## config.mk

```make
export PLATFORM = sky130hd
export DESIGN_NAME = traffic_ctrl_multi
export DESIGN_NICKNAME = d
export VERILOG_FILES = /design/src/rtl/traffic_pkg.sv /design/src/rtl/phase_timer.sv /design/src/rtl/traffic_ctrl_multi.sv
export SDC_FILE = /design/constraint.sdc
export NUM_CORES = 1
export LEC_CHECK = 0
export BUFFER_PORTS_ARGS = -buffer_cell sky130_fd_sc_hd__buf_4
export CAP_MARGIN = 0
export CORE_AREA = 2 2 39 41
export CTS_CLUSTER_SIZE = 16
export DETAILED_ROUTE_END_ITERATION = 12
export DIE_AREA = 0 0 41 43
export GPL_TIMING_DRIVEN = 0
export PLACE_DENSITY = 0.71
export SLEW_MARGIN = 40
export SYNTH_ARGS = -nofsm -noshare
export SYNTH_HDL_FRONTEND = slang
export SYNTH_SLANG_ARGS = --single-unit
```

## constraint.sdc

```tcl
create_clock -name clk -period 1.8 [get_ports clk]
set_input_delay 0.18 -clock clk [delete_from_list [all_inputs] [get_ports clk]]
set_output_delay 0.18 -clock clk [all_outputs]
set_load 0.005 [all_outputs]
```

## src/rtl/traffic_pkg.sv

```systemverilog
// Shared types and sizing helpers for the multi-direction intersection controller.
package traffic_pkg;

  typedef enum logic [1:0] {LT_OFF, LT_RED, LT_YELLOW, LT_GREEN} light_t;

  typedef enum logic [2:0] {S_GREEN, S_YELLOW, S_ALLRED, S_WALK, S_FLASH} state_t;

  function automatic int max_cyc(input int a, input int b, input int c,
                                 input int d, input int e);
    int m;
    m = a;
    if (b > m) m = b;
    if (c > m) m = c;
    if (d > m) m = d;
    if (e > m) m = e;
    return m;
  endfunction

  // The timer holds at most DUR-1, so a duration of 1 or 2 still needs one bit.
  function automatic int cnt_width(input int max_dur);
    return (max_dur <= 2) ? 1 : $clog2(max_dur);
  endfunction

endpackage

```

## src/rtl/phase_timer.sv

```systemverilog
// Down-counter used for phase durations and the flash blink half-period.
module phase_timer #(
  parameter int             W       = 3,
  parameter logic [W-1:0]   RST_VAL = '0
) (
  input  logic         clk,
  input  logic         rst,
  input  logic         load_i,
  input  logic [W-1:0] load_val_i,
  output logic         done_o
);

  logic [W-1:0] cnt_q;
  logic [W-1:0] cnt_d;

  always_comb begin
    cnt_d = cnt_q;
    if (load_i) begin
      cnt_d = load_val_i;
    end else if (cnt_q != '0) begin
      cnt_d = cnt_q - 1'b1;
    end
  end

  always_ff @(posedge clk) begin
    if (rst) begin
      cnt_q <= RST_VAL;
    end else begin
      cnt_q <= cnt_d;
    end
  end

  assign done_o = (cnt_q == '0);

endmodule

```

## src/rtl/traffic_ctrl_multi.sv

```systemverilog
// N-direction round-robin intersection controller with latched pedestrian WALK
// and flashing-yellow maintenance mode. All outputs decode registered state.
module traffic_ctrl_multi
  import traffic_pkg::*;
#(
  parameter int NUM_DIR    = 2,
  parameter int GREEN_CYC  = 8,
  parameter int YELLOW_CYC = 3,
  parameter int ALLRED_CYC = 2,
  parameter int WALK_CYC   = 5,
  parameter int FLASH_CYC  = 4
) (
  input  logic                       clk,
  input  logic                       rst,
  input  logic                       flash_en,
  input  logic [NUM_DIR-1:0]         ped_req,
  output light_t                     color [NUM_DIR],
  output logic                       walk,
  output logic [$clog2(NUM_DIR)-1:0] active_dir,
  output state_t                     dbg_state
);

  localparam int DW = $clog2(NUM_DIR);
  localparam int TW = cnt_width(max_cyc(GREEN_CYC, YELLOW_CYC, ALLRED_CYC,
                                        WALK_CYC, FLASH_CYC));

  localparam logic [TW-1:0] GREEN_LD  = TW'(GREEN_CYC - 1);
  localparam logic [TW-1:0] YELLOW_LD = TW'(YELLOW_CYC - 1);
  localparam logic [TW-1:0] ALLRED_LD = TW'(ALLRED_CYC - 1);
  localparam logic [TW-1:0] WALK_LD   = TW'(WALK_CYC - 1);
  localparam logic [TW-1:0] FLASH_LD  = TW'(FLASH_CYC - 1);
  localparam logic [DW-1:0] LAST_DIR  = DW'(NUM_DIR - 1);

  if (NUM_DIR < 2) begin : g_bad_num_dir
    $fatal(1, "traffic_ctrl_multi: NUM_DIR must be >= 2");
  end
  if (GREEN_CYC < 1 || YELLOW_CYC < 1 || ALLRED_CYC < 1 ||
      WALK_CYC < 1 || FLASH_CYC < 1) begin : g_bad_cyc
    $fatal(1, "traffic_ctrl_multi: all *_CYC parameters must be >= 1");
  end

  state_t               state_q, state_d;
  logic [DW-1:0]        dir_q, dir_d, dir_next;
  logic [NUM_DIR-1:0]   pend_q, pend_d;
  logic                 blink_q, blink_d;
  logic                 tmr_load;
  logic [TW-1:0]        tmr_val;
  logic                 tmr_done;

  phase_timer #(
    .W       (TW),
    .RST_VAL (ALLRED_LD)
  ) u_timer (
    .clk        (clk),
    .rst        (rst),
    .load_i     (tmr_load),
    .load_val_i (tmr_val),
    .done_o     (tmr_done)
  );

  assign dir_next = (dir_q == LAST_DIR) ? '0 : dir_q + 1'b1;

  always_comb begin
    state_d  = state_q;
    dir_d    = dir_q;
    pend_d   = pend_q | ped_req;
    blink_d  = blink_q;
    tmr_load = 1'b0;
    tmr_val  = '0;
    if (flash_en) begin
      // Flash overrides everything; in flash the timer paces the blink instead.
      pend_d = '0;
      if (state_q != S_FLASH) begin
        state_d  = S_FLASH;
        blink_d  = 1'b1;
        tmr_load = 1'b1;
        tmr_val  = FLASH_LD;
      end else if (tmr_done) begin
        blink_d  = ~blink_q;
        tmr_load = 1'b1;
        tmr_val  = FLASH_LD;
      end
    end else begin
      case (state_q)
        S_GREEN: begin
          if (tmr_done) begin
            state_d  = S_YELLOW;
            tmr_load = 1'b1;
            tmr_val  = YELLOW_LD;
          end
        end
        S_YELLOW: begin
          if (tmr_done) begin
            state_d  = S_ALLRED;
            tmr_load = 1'b1;
            tmr_val  = ALLRED_LD;
          end
        end
        S_ALLRED: begin
          if (tmr_done) begin
            tmr_load = 1'b1;
            if ((pend_q | ped_req) != '0) begin
              state_d = S_WALK;
              tmr_val = WALK_LD;
              pend_d  = '0;
            end else begin
              state_d = S_GREEN;
              tmr_val = GREEN_LD;
              dir_d   = dir_next;
            end
          end
        end
        S_WALK: begin
          if (tmr_done) begin
            state_d  = S_GREEN;
            tmr_load = 1'b1;
            tmr_val  = GREEN_LD;
            dir_d    = dir_next;
          end
        end
        S_FLASH: begin
          state_d  = S_ALLRED;
          tmr_load = 1'b1;
          tmr_val  = ALLRED_LD;
          pend_d   = '0;
        end
        default: begin
          state_d  = S_ALLRED;
          tmr_load = 1'b1;
          tmr_val  = ALLRED_LD;
        end
      endcase
    end
  end

  always_ff @(posedge clk) begin
    if (rst) begin
      state_q <= S_ALLRED;
      dir_q   <= LAST_DIR;
      pend_q  <= '0;
      blink_q <= 1'b1;
    end else begin
      state_q <= state_d;
      dir_q   <= dir_d;
      pend_q  <= pend_d;
      blink_q <= blink_d;
    end
  end

  always_comb begin
    for (int i = 0; i < NUM_DIR; i++) begin
      color[i] = LT_RED;
      if (state_q == S_FLASH) begin
        color[i] = blink_q ? LT_YELLOW : LT_OFF;
      end else if (DW'(i) == dir_q) begin
        if (state_q == S_GREEN)  color[i] = LT_GREEN;
        if (state_q == S_YELLOW) color[i] = LT_YELLOW;
      end
    end
  end

  assign walk       = (state_q == S_WALK);
  assign active_dir = dir_q;
  assign dbg_state  = state_q;

endmodule

```

==> metrics, run 1 <==
run status completed; Vias 539; Leak ~0.00033 µW; Setup crit start kind flip-flop; clock sinks 10; # fillers about 130; crit-path max FO 10; period utilization just under 90%; diodes inserted 0; commonest non-fill, non-tap cell in the layout buf_4; post-synthesis register bit count 10; number of antenna violations at the first check in global routing 0; Cells after Synth 70; Crit path max-delay family flip-flops; DIE AREA 1760 µm²; PostCTS Resize Cnt 0; Die H approximately 43 µm; area of the multi-input gates roughly 390 µm²; first-pass GRT wire length 1950 µm; Unique masters post-synth 32; Core Util, Final between 50% and 60%; RSZ-0062 raised after global routing no; Max Cap Viol 0; worst hold path class in2reg; core area 1380 µm²; Total Routing Usage GR 16.8%; initial core utilization 44.8%; H-tree depth 1; Port Buf Inserts 13; Hold Path Stages 2; r2r worst-path depth 6; peak supply drop 0.000389 V; critical path arrival ~1.4 ns; FF+latch area 200 µm²; Design Power about 610 µW; pwr dens 790 nW/µm²; Area Growth Syn to Fin 24.8%; setup TNS 0 ns; clk buf depth 2; DR vias/cell 5.23; WP buf/inv 2; relative slew slack 78.7%; DR iter-0 viols 4; Tmin final 1.61 ns; wire per inst between 10 and 15 µm; Die Wd about 40 µm; GR Overflow Total 0; clock root buffer master clkbuf_4; crit path cell chain buf_2, and2b_2, nand2_2, a21oi_1, buf_4; Antenna Nets Post-Route 0; I/O pins 14; sequential area share after synthesis between 30% and 40%; Mean Syn Cell Area a little under 9 µm²; RePlAce Congestion 0.880; R2R Setup Slk about 0.36 ns; Worst Tran Pin Value roughly 0.32 ns; TritonCTS clock tree yes; worst clock skew ~0.0012 ns; # nets final 95; hold wc startpoint rst; Yosys warnings 0; clk_lat worst skew roughly 0.28 ns; DPL Wire Length between 900 and 1000 µm; max-slew violation count 0; crit path from dbg_state[2]; final WL 1240 µm; Hold-fix buffers, CTS 0; count of final setup violators 0; worst reg2reg path endpoint pend_q[0]; slowest stage cell, crit path dfxtp_1; clk slew on worst S/H paths 0.07 ns; # Post-CTS Setup Buffers 0; drt pass-1 iters 2; syn nets 77; total CTS buffers 3; drt drc 0; row cnt 14; share of layout cells above drive strength 1 about a third; most frequent cells in the layout 13 x buf_4, 10 x dfxtp_1, 8 x nor2_1, 7 x a21oi_1, 4 x nor2b_1; f_max 0.621 GHz; largest stage delay on the critical path roughly 0.38 ns; Cell Area, Synth around 620 µm²; vias in the first global route 453; crit path capture color[3]; Crit Reg-Reg Startpoint u_timer.cnt_q[0]; Final Hold Vio Count 0; critical path endpoint category output pin; largest net degree at the start of global routing 11; Crit path depth 5; WP data required 1.62 ns; WS Path Type reg2out
[worst min path at each step]
stage                                  end  slack [ns]
after floorplan           u_timer.cnt_q[2]        0.25
after global placement    u_timer.cnt_q[2]        0.42
after detailed placement  u_timer.cnt_q[2]        0.42
after CTS                 u_timer.cnt_q[2]        0.13
after global routing      u_timer.cnt_q[2]        0.13
final                     u_timer.cnt_q[2]        0.12
[sequential cells by signal, summed over array words and instances (netlist names)]
signal and count:
blink_q 1, u_timer.cnt_q 3, pend_q 2, dbg_state 3
active_dir 1
[report_power, final]
group | total (µW) | switching (µW) | internal [µW] | leakage [µW]
registers | 253 | 15.4 | 238 | 0.0000823
clock network | 212 | 88.6 | 123 | 0.0000210
logic | 146 | 72.3 | 73.3 | 0.000222
[routing by layer]
metal	vias up	part of all wire (%)	GRT usage, %	wire, µm
met5	-	0	0	0
met3	5	5.7	5.24	71
met1	242	48	20.7	591
met4	0	3.3	12.0	41
met2	13	43	23.4	537
li1	279	-	-	-
[final cells by class]
| type | instances | share of cell area [%] |
|---|---|---|
| Sequential cell | 10 | 25.9 |
| Tap cell | 16 | 2.59 |
| Inverter | 3 | 1.46 |
| Timing Repair Buffer | 13 | 12.6 |
| Multi-Input combinational cell | 54 | 50.0 |
| Clock buffer | 4 | 4.69 |
| Buffer | 3 | 2.75 |
[worst reg2reg max path, stage by stage, from the launching register on]
cell	delay [ns]
dfxtp_1	0.31
inv_1	0.07
ha_1	0.21
nor2b_1	0.32
a21oi_1	0.11
o21ai_0	0.25
nor2_1	0.07
[cell usage after synthesis, drive strengths merged]
cell,n,area [µm²]
inv,3,11.3
a21boi,1,11.3
nand2b,3,26.3
nor4b,1,15.0
a32oi,1,8.76
ha,2,25.0
a211oi,1,7.51
o21bai,3,22.5
xor2,2,17.5
or2,3,18.8
buf,3,21.3
nand2,2,10.0
nor3b,3,22.5
nand3b,1,7.51
and2b,1,8.76
nor2,8,30.0
nor2b,4,25.0
nor4,1,21.3
a2111oi,1,15.0
nor3,2,10.0
nand3,1,5.00
dfxtp,10,200
o21ai,3,15.0
o2111ai,1,8.76
nand4bb,1,11.3
a21oi,8,43.8
[cell families (layout without fill, tap and decap cells)]
| group | after synthesis | after routing | synth area share, % |
|---|---|---|---|
| AO/OA/AOI/OAI | 19 | 19 | 21.4 |
| AND/OR/NAND/NOR | 31 | 31 | 34.1 |
| buffers and inverters | 6 | 23 | 5.25 |
| adder cells (fa/ha/maj) | 2 | 2 | 4.04 |
| XOR/XNOR | 2 | 2 | 2.83 |
| flip-flops | 10 | 10 | 32.3 |
[stage by stage]
step / setup slack, ns / hold WS (ns) / cells / instance area [µm²]
after floorplan: 0.482 / 0.252 / 70 / 619
after global placement: 0.391 / 0.420 / 99 / 737
after detailed placement: 0.382 / 0.422 / 99 / 737
after CTS: 0.177 / 0.133 / 103 / 773
after global routing: 0.0738 / 0.132 / 103 / 773
final: 0.189 / 0.123 / 103 / 773
Note: power is estimated with default switching activity, not from simulation.
==> run 2: changes to the inputs <==
CELL_PAD_IN_SITES_DETAIL_PLACEMENT = 0   (was not set)
CELL_PAD_IN_SITES_GLOBAL_PLACEMENT = 1   (was not set)
CORE_AREA = not set   (was 2 2 39 41)
CORE_MARGIN = 2   (was not set)
CORE_UTILIZATION = 37   (was not set)
DIE_AREA = not set   (was 0 0 41 43)
PLACE_DENSITY = 0.75   (was 0.71)
==> run 2 against run 1 <==
- count of clock-buffer cells in the layout unchanged
- hold slack hardly changed
- clock skew is essentially flat
- core utilization down 5.7 points
- final area stayed put
- first-iteration DRC count up 50%
- maximum frequency grew 2.2%
- register-to-register slack is essentially flat
- critical path depth did not move
- clock power is essentially flat
- power grew 0.38%
- final cell count unchanged
- critical endpoint unchanged
- largest cell class unchanged
==> metrics, run 2 (synthesis results as in run 1) <==
clock sinks 10 (unchanged); Area Growth Syn to Fin 24.8% (unchanged); f_max 0.634 GHz (was 0.621 GHz); Final Hold Vio Count 0 (unchanged); DPL Wire Length 918 µm (was 917 µm); clk slew on worst S/H paths 0.07 ns (about the same); WP buf/inv 2 (unchanged); Logic pwr share 24.0% (was 23.8%); diodes inserted 0 (unchanged); clk buf depth 2 (unchanged); Vias 546 (was 539); Min Hold Slack 0.124 ns (was 0.123 ns); WS Path Type reg2out (unchanged); wire per inst 12.4 µm (was 12.1 µm); initial core utilization 40.2% (was 44.8%); Port Buf Inserts 13 (unchanged); worst clock skew 0.000856 ns (was 0.00122 ns); vias in the first global route 497 (was 453); Crit path depth 5 (unchanged); WP data required 1.62 ns (about the same); most frequent cells in the layout 13 x buf_4, 10 x dfxtp_1, 8 x nor2_1, 7 x a21oi_1, 4 x nor2b_1 (unchanged); final WL 1270 µm (was 1240 µm); Worst Tran Pin Value 0.333 ns (was 0.317 ns); DR iter-0 viols 6 (was 4); RSZ-0062 raised after global routing no (unchanged); count of final setup violators 0 (unchanged); crit-path max FO 10 (unchanged); pwr dens 793 nW/µm² (was 790 nW/µm²); TritonCTS clock tree yes (unchanged); RePlAce Congestion 0.731 (was 0.880); Antenna Nets Post-Route 0 (unchanged); Leak 0.000326 µW (unchanged); Net Sw Frac 29.1% (was 28.9%); GR Overflow Total 0 (unchanged); drt pass-1 iters 4 (was 2); critical path endpoint category output pin (unchanged); Setup crit start kind flip-flop (unchanged); total CTS buffers 3 (unchanged); first-pass GRT wire length 2200 µm (was 1950 µm); # Post-CTS Setup Buffers 0 (unchanged); Die H 44.9 µm (was 43 µm); PostCTS Resize Cnt 0 (unchanged); Crit path max-delay family flip-flops (unchanged); Tmin final 1.58 ns (was 1.61 ns); slowest stage cell, crit path dfxtp_1 (unchanged); relative slew slack 77.6% (was 78.7%); run status completed (unchanged); # nets final 95 (unchanged); Hold-fix buffers, CTS 0 (unchanged); period utilization 87.6% (was 89.5%); r2r worst-path depth 6 (unchanged); worst hold path class in2reg (unchanged); clk_lat worst skew 0.27 ns (was 0.28 ns); Die Wd 44.9 µm (was 41 µm); I/O pins 14 (unchanged); Hold Path Stages 2 (unchanged); largest net degree at the start of global routing 11 (unchanged); Total Routing Usage GR 15.6% (was 16.8%); sw power 179 µW (was 176 µW); max-slew violation count 0 (unchanged); Flop pwr share 41.3% (was 41.5%); Max Cap Viol 0 (unchanged); setup TNS 0 ns (unchanged); drt drc 0 (unchanged); row cnt 14 (unchanged); critical path arrival 1.40 ns (was 1.43 ns); clock power share 34.6% (was 34.7%); DIE AREA 2020 µm² (was 1760 µm²); crit path cell chain buf_2, and2b_2, nand2_2, a21oi_1, buf_4 (unchanged); DR vias/cell 5.30 (was 5.23); clock root buffer master clkbuf_4 (unchanged); number of antenna violations at the first check in global routing 0 (unchanged); internal power 434 µW (about the same); core area 1540 µm² (was 1380 µm²); largest stage delay on the critical path 0.37 ns (was 0.38 ns); commonest non-fill, non-tap cell in the layout buf_4 (unchanged); H-tree depth 1 (unchanged); peak supply drop 0.000348 V (was 0.000389 V); share of layout cells above drive strength 1 33.3% (unchanged)
-- run 2: cell counts in the layout (fill, tap and decap cells not counted) --
No cell type changed its count.
-- run 2: path summary, 6_finish.rpt --
kind | startpoint | endpoint | slack [ns]
worst max-delay path | dbg_state[2] | color[3] | 0.22
worst min-delay path | rst | u_timer.cnt_q[2] | 0.12
worst max register to register | u_timer.cnt_q[0] | active_dir | 0.36
worst min register to register | pend_q[0] | pend_q[0] | 0.51
-- run 2: power groups by stage --
| stage | clock network (µW) | logic [µW] | registers (µW) |
|---|---|---|---|
| 2_1_floorplan | 0 | 96.3 | 256 |
| 3_3_place_gp | 0 | 146 | 258 |
| 3_5_place_dp | 0 | 147 | 258 |
| 4_1_cts | 220 | 148 | 253 |
| 5_1_grt | 227 | 163 | 256 |
| 6_report | 212 | 147 | 253 |
-- run 2: per-stage QoR --
step	std cells	total power [µW]	utilization (%)	instance area [µm²]	setup slack (ns)
2_1_floorplan	70	352	-	619	0.482
3_3_place_gp	99	404	47.8	737	0.366
6_report	103	613	50.2	773	0.223
5_1_grt	103	646	50.2	773	0.110
4_1_cts	103	621	50.2	773	0.226
3_5_place_dp	99	405	47.8	737	0.374
-- run 2: final cells by class --
type	instances	area, µm²
tap	16	20.0
buffer	3	21.3
sequential	10	200
inverter	3	11.3
timing repair buffer	13	97.6
clock buffer	4	36.3
multi-input combinational	54	387
fill	152	768
-- run 2: layer usage --
metal / global-route usage (%) / share of wire [%] / vias up
li1: - / - / 283
met2: 23.5 / 45 / 14
met3: 2.40 / 5.3 / 5
met1: 19.8 / 46 / 244
met5: 0 / 0 / -
met4: 12.4 / 3.4 / 0
